### config.mk
export PLATFORM = sky130hd
export DESIGN_NAME = mem_chk_shadow
export DESIGN_NICKNAME = d
export VERILOG_FILES = /design/src/rtl/mem_chk_pkg.sv /design/src/rtl/mem_chk_shadow.sv
export SDC_FILE = /design/constraint.sdc
export NUM_CORES = 1
export LEC_CHECK = 0
export ABC_CLOCK_PERIOD_IN_PS = 1850
export BUFFER_PORTS_ARGS = -buffer_cell sky130_fd_sc_hd__buf_2
export CELL_PAD_IN_SITES_DETAIL_PLACEMENT = 0
export CELL_PAD_IN_SITES_GLOBAL_PLACEMENT = 1
export CORE_MARGIN = 8
export CORE_UTILIZATION = 45
export DETAILED_ROUTE_END_ITERATION = 12
export MAX_ROUTING_LAYER = met4
export PLACE_DENSITY_LB_ADDON = 0.1
export SYNTH_ARGS = -nofsm -noshare
export SYNTH_HDL_FRONTEND = slang
export SYNTH_SLANG_ARGS = --single-unit
### constraint.sdc
create_clock -name clk -period 1.85 [get_ports clk]
set_input_delay 0.2775 -clock clk [delete_from_list [all_inputs] [get_ports clk]]
set_output_delay 0.2775 -clock clk [all_outputs]
set_load 0.02 [all_outputs]
### src/rtl/mem_chk_pkg.sv
// Shared types for the memory protocol checker: FSM states, error bit indices
// and a helper that picks the lowest-numbered error raised in a cycle.
package mem_chk_pkg;

  localparam int NUM_ERR = 6;

  typedef enum logic {
    IDLE = 1'b0,
    WAIT = 1'b1
  } state_e;

  typedef enum logic [2:0] {
    ERR_TIMEOUT  = 3'd0,
    ERR_UNSTABLE = 3'd1,
    ERR_DROP     = 3'd2,
    ERR_RANGE    = 3'd3,
    ERR_MISMATCH = 3'd4,
    ERR_UNINIT   = 3'd5
  } err_idx_e;

  function automatic logic [2:0] lowest_err(input logic [NUM_ERR-1:0] ev);
    logic [2:0] idx;
    idx = 3'd0;
    for (int i = NUM_ERR - 1; i >= 0; i--) begin
      if (ev[i]) idx = 3'(i);
    end
    return idx;
  endfunction

endpackage

### src/rtl/mem_chk_shadow.sv
// Shadow copy of the checked memory: one write port landing at the clock edge,
// a combinational read port, and per-location written bits cleared by reset.
module mem_chk_shadow
  import mem_chk_pkg::*;
#(
  parameter int WIDTH = 8,
  parameter int IW    = 4,
  parameter int DEPTH = 16
) (
  input  logic             clk,
  input  logic             rst,
  input  logic             we,
  input  logic [IW-1:0]    waddr,
  input  logic [WIDTH-1:0] wdata,
  input  logic [IW-1:0]    raddr,
  output logic [WIDTH-1:0] rdata,
  output logic             rvld
);

  logic [WIDTH-1:0] mem_q [DEPTH];
  logic [DEPTH-1:0] vld_q, vld_d;

  always_comb begin
    vld_d = vld_q;
    if (we) vld_d[waddr] = 1'b1;
  end

  always_ff @(posedge clk) begin
    if (!rst) vld_q <= '0;
    else      vld_q <= vld_d;
  end

  // Data needs no reset: it is only trusted once its written bit is set.
  always_ff @(posedge clk) begin
    if (we) mem_q[waddr] <= wdata;
  end

  assign rdata = mem_q[raddr];
  assign rvld  = vld_q[raddr];

endmodule

# Word-level counts from Yosys, hierarchy flattened

Memory sizes are Yosys's and may differ from the RTL's.
Index checks and enable logic that the tools add are counted.

Register bits after elaboration: 16
RAM bits: 128
Input port bits: 19
Output and inout port bits: 9
Logic and storage cells: 13
Memories kept: 1

Order comparisons: 3
Muxes and demuxes: 6
Bitwise operators: 1
Reduce and logical (&&, ||, !) cells: 1

Memory list:

| memory | depth | width | read ports | clocked after Yosys merged registers in | write ports | RTL line             | text |
|---|---|---|---|---|---|---|---|
| mem_q  | 16    | 8     | 1          | 0                                       | 1           | mem_chk_shadow.sv:20 | `logic [WIDTH-1:0] mem_q [DEPTH];` |

Operator list:

| kind                                                               | number |
|---|---|
| OR 16 bit                                                          | 1 |
| less-than comparator 4 x 5 -> 1 bit (second input constant)        | 2 |
| binary-select mux 1 bit (select 4 bit)                             | 1 |
| demux 1 bit (select 4 bit)                                         | 1 |
| greater-or-equal comparator 4 x 1 -> 1 bit (second input constant) | 1 |
| two-way mux 1 bit                                                  | 4 |
| logical AND 1 bit                                                  | 1 |

# Logic depth before layout (Yosys ltp)

Depth in word-level cells: 5
Gate-level depth with buffers: 5
Gate-level depth less buffers: 3

# Worst setup path after synthesis

OpenSTA, ideal clock, no wires.

Path type: input-to-reg
Start point: in waddr[2]
End point: mem mem_q[0][0], enable pin
Library setup time: 0.386 ns
Data arrival time: 1.438 ns
Required time: 1.464 ns
Path slack: 0.027 ns
Stages on the path: 2
Path buffers: 0
Cell sequence: or3b_2 nor3_1

RTL lines:

| item               | RTL line             | text |
|---|---|---|
| start: declaration | mem_chk_shadow.sv:13 | `input logic [IW-1:0] waddr,` |
| end: declaration   | mem_chk_shadow.sv:20 |  |

Straight into the memory's write port.

# Worst setup path in the final report

Start point: mem mem_q[3][6]
End point: out rdata[6]

Longest elaborated chain between the ends: 1

RTL lines:

| item                | RTL line             | text |
|---|---|---|
| memory (16 x 8 bit) | -                    |  |
| end: declaration    | mem_chk_shadow.sv:16 | `output logic [WIDTH-1:0] rdata,` |

Every way passes these cells.

==> impl_metrics.py <==
metrics = {
    "sta": {
        "setup_ws_ps": -147,
        "period_share": 1.08,
        "min_period_ps": 2000,
        "finalHoldViolCount": 0,
        "grt_setup_unrepaired": "yes",
        "finalClockSkew_ps": 0,
        "worstMarginPinSlew_ps": 673,
        "timing.setup.tns_ps": -1020,
        "fmax_mhz": 501,
        "slew_headroom": 0.550,
        "drv_slew": 0,
        "setup_viol": 9,
    },
    "clock_network": {
        "cts_buffer_depth": 2,
        "numCtsBuffers": 17,
        "ctsHtreeMaxLevel": 4,
        "root_buffer": "clkbuf_16",
        "clk_pin_slew_ps": 60,
        "tritoncts": "built",
        "cts.sinks": 144,
        "clk_latency_ps": 410,
    },
    "logic_synthesis": {
        "synth_area_leaders": "edfxtp_1 69%, mux4_2 8.9%, mux4_1 6.6%",
        "ys_seq_area_frac": 0.749,
        "postSynthCellCount": 263,
        "synth_top_cell_by_area": "edfxtp_1",
        "syn_area_per_cell_um2": 21.2,
        "syn_nets": 282,
        "syn_area_mm2": 0.00556,
        "ys_ff_latch": 144,
        "synth_flop_cell": "edfxtp_1",
        "synth_top_area_frac": 0.691,
        "synth_edf_count": 128,
        "synthTopCellsByCount": "128 x edfxtp_1, 22 x mux4_2, 18 x a22oi_1",
        "ys_types": 23,
        "synth_warnings": 0,
        "yosysMostFrequentCell": "edfxtp_1",
        "async_reset_ff_frac": 0,
    },
    "finish": {
        "nets": 353,
        "n_fill_cell": 944,
        "fin_util": 0.574,
        "drive_gt1_frac": 0.421,
        "final_cells": 515,
        "area_growth_pct": 24.4,
        "insertedDiodeCount": 0,
    },
    "critical_path": {
        "cpMaxStageDelayCell": "mux4_2",
        "r2r_slack_ps": 1250,
        "r2r_end": "vld_q[12]",
        "start_kind": "flop",
        "crit_type": "reg2out",
        "cpPeakStageDelay_ps": 480,
        "cp.arrival_ps": 1720,
        "crit_path_cell_trace": "mux4_2, a22oi_2, nand2_1, buf_6",
        "rr_worst_depth": 1,
        "timing.rr.start": "vld_q[12]",
        "cp_max_fo": 1,
        "critPathCaptureType": "primary output",
        "worstPathRequired_ps": 1570,
    },
    "global_route": {
        "track_usage": 0.158,
        "grt_remaining_overflow": 0,
        "grt_pass1_wl_mm": 17.8,
        "antenna_found_initial": 0,
        "first_global_vias": 2946,
        "grt_max_degree": 17,
    },
    "die": {
        "ios": 28,
        "num_rows": 40,
        "core-area_mm2": 0.0121,
        "die_x_um": 127,
        "fp.dieArea_mm2": 0.0162,
        "die_y_um": 127,
        "initial_core_util": 0.461,
    },
    "route": {
        "vias": 2696,
        "firstDrtPassIters": 4,
        "wl_per_cell_um": 22.0,
        "viasPerCell": 5.23,
        "routed_wl_mm": 11.3,
        "antenna_left": 0,
        "drtIter0Drc": 271,
        "drc": 0,
    },
    "pwr": {
        "cellPowerDensity_mw_per_mm2": 1140,
        "peakVddDrop_mv": 0.629,
        "leakagePower_nw": 2.36,
        "finalPower_mw": 7.91,
    },
    "placed_design": {
        "gp_congestion": 0.732,
        "place_inst": 479,
        "dpl.hpwl_mm": 7.43,
        "pre_cts_ws_ps": -197,
        "io_buffers": 27,
    },
    "worst_hold_path": {
        "holdPathEnd": "mem_q[7][6]",
        "hold_path_class": "in2reg",
        "hp-start": "wdata[6]",
        "whs_path_depth": 1,
    },
    "run": {
        "drv_cap": 0,
    },
    "outcome": {
        "status": "finished, violations left",
        "failed_checks": "negative setup slack",
    },
}
repair_timing:
action / 4_1_cts / 5_1_grt
hold buffers: 0 / 0
resized for setup: 38 / 5
buffers inserted: 3 / 0
pin swaps: 17 / 1
endpoints found under the hold margin: 0 / 0
endpoints found under the setup margin: 9 / 9
gates cloned: 1 / 0
worst max-delay path by stage:
stage          slack [ps]  cells after the start         start          end
2_1_floorplan          30                      2      waddr[2]  mem_q[0][0]
6_report             -150                      4   mem_q[3][6]     rdata[6]
5_1_grt              -240                      4   mem_q[2][3]     rdata[3]
4_1_cts              -170                      4  mem_q[11][1]     rdata[1]
3_3_place_gp         -200                      7      raddr[0]     rdata[4]
3_5_place_dp         -200                      7      raddr[0]     rdata[4]
placed cells by master, fill, tap and decap left out, types with 3 or more instances in the layout:
master | synthesis | final
edfxtp_1 | 128 | 128
mux4_2 | 22 | 34
buf_4 | 1 | 33
buf_2 | 3 | 19
clkbuf_16 | 0 | 17
o21a_1 | 16 | 16
dfxtp_1 | 16 | 16
a22oi_2 | 0 | 15
nor2_1 | 13 | 13
nand2_1 | 10 | 10
buf_6 | 4 | 7
bufinv_16 | 0 | 6
buf_12 | 1 | 5
a22oi_1 | 18 | 3
nor3_1 | 4 | 3
worst max-delay path: cells and delay by family (launching register included):
kind                   cells  cell delay, ps
and+or+nand+nor            1             120
DFF                        1             360
muxes                      1             480
AOI/OAI and AO/OA          1             210
buffers and inverters      1             140
layout make-up:
class                   count  area (um2)  share of cell area
multi-input cells         106        1320               0.191
clock inverters            11         209              0.0302
well taps                 168         210              0.0304
clock buffers              21         460              0.0665
repair buffers             65         554              0.0801
flip-flops and latches    144        4160               0.602
cells by family (layout without fill, tap and decap cells):
family | after synthesis | count (layout) | share of synthesized area
flip-flops | 144 | 144 | 0.749
multiplexers | 36 | 36 | 0.155
AND/OR/NAND/NOR | 36 | 36 | 0.0301
AO/OA/AOI/OAI | 34 | 34 | 0.0459
buffers and inverters | 13 | 97 | 0.0202
routing by layer:
metal  part of all wire  track usage
met3              0.031       0.0379
met2               0.48        0.242
met5                  0            -
met1               0.47        0.198
met4              0.015       0.0672
flip-flops by register name, indices dropped and copies added (netlist names):
name and count:
mem_q 128, vld_q 16
stage by stage:
step	area [um2]	hold WS [ps]
after floorplan	5560	376
after global placement	6110	442
after detailed placement	6110	444
after CTS	6910	237
after global routing	6920	255
final	6920	249
report_power, final:
group | leakage (nW) | switching, mW | internal [mW]
Clock | 0.321 | 1.23 | 2.59
Sequential | 1.29 | 0.0159 | 3.60
Combinational | 0.756 | 0.250 | 0.221
Power figures use the tool's default switching activity.
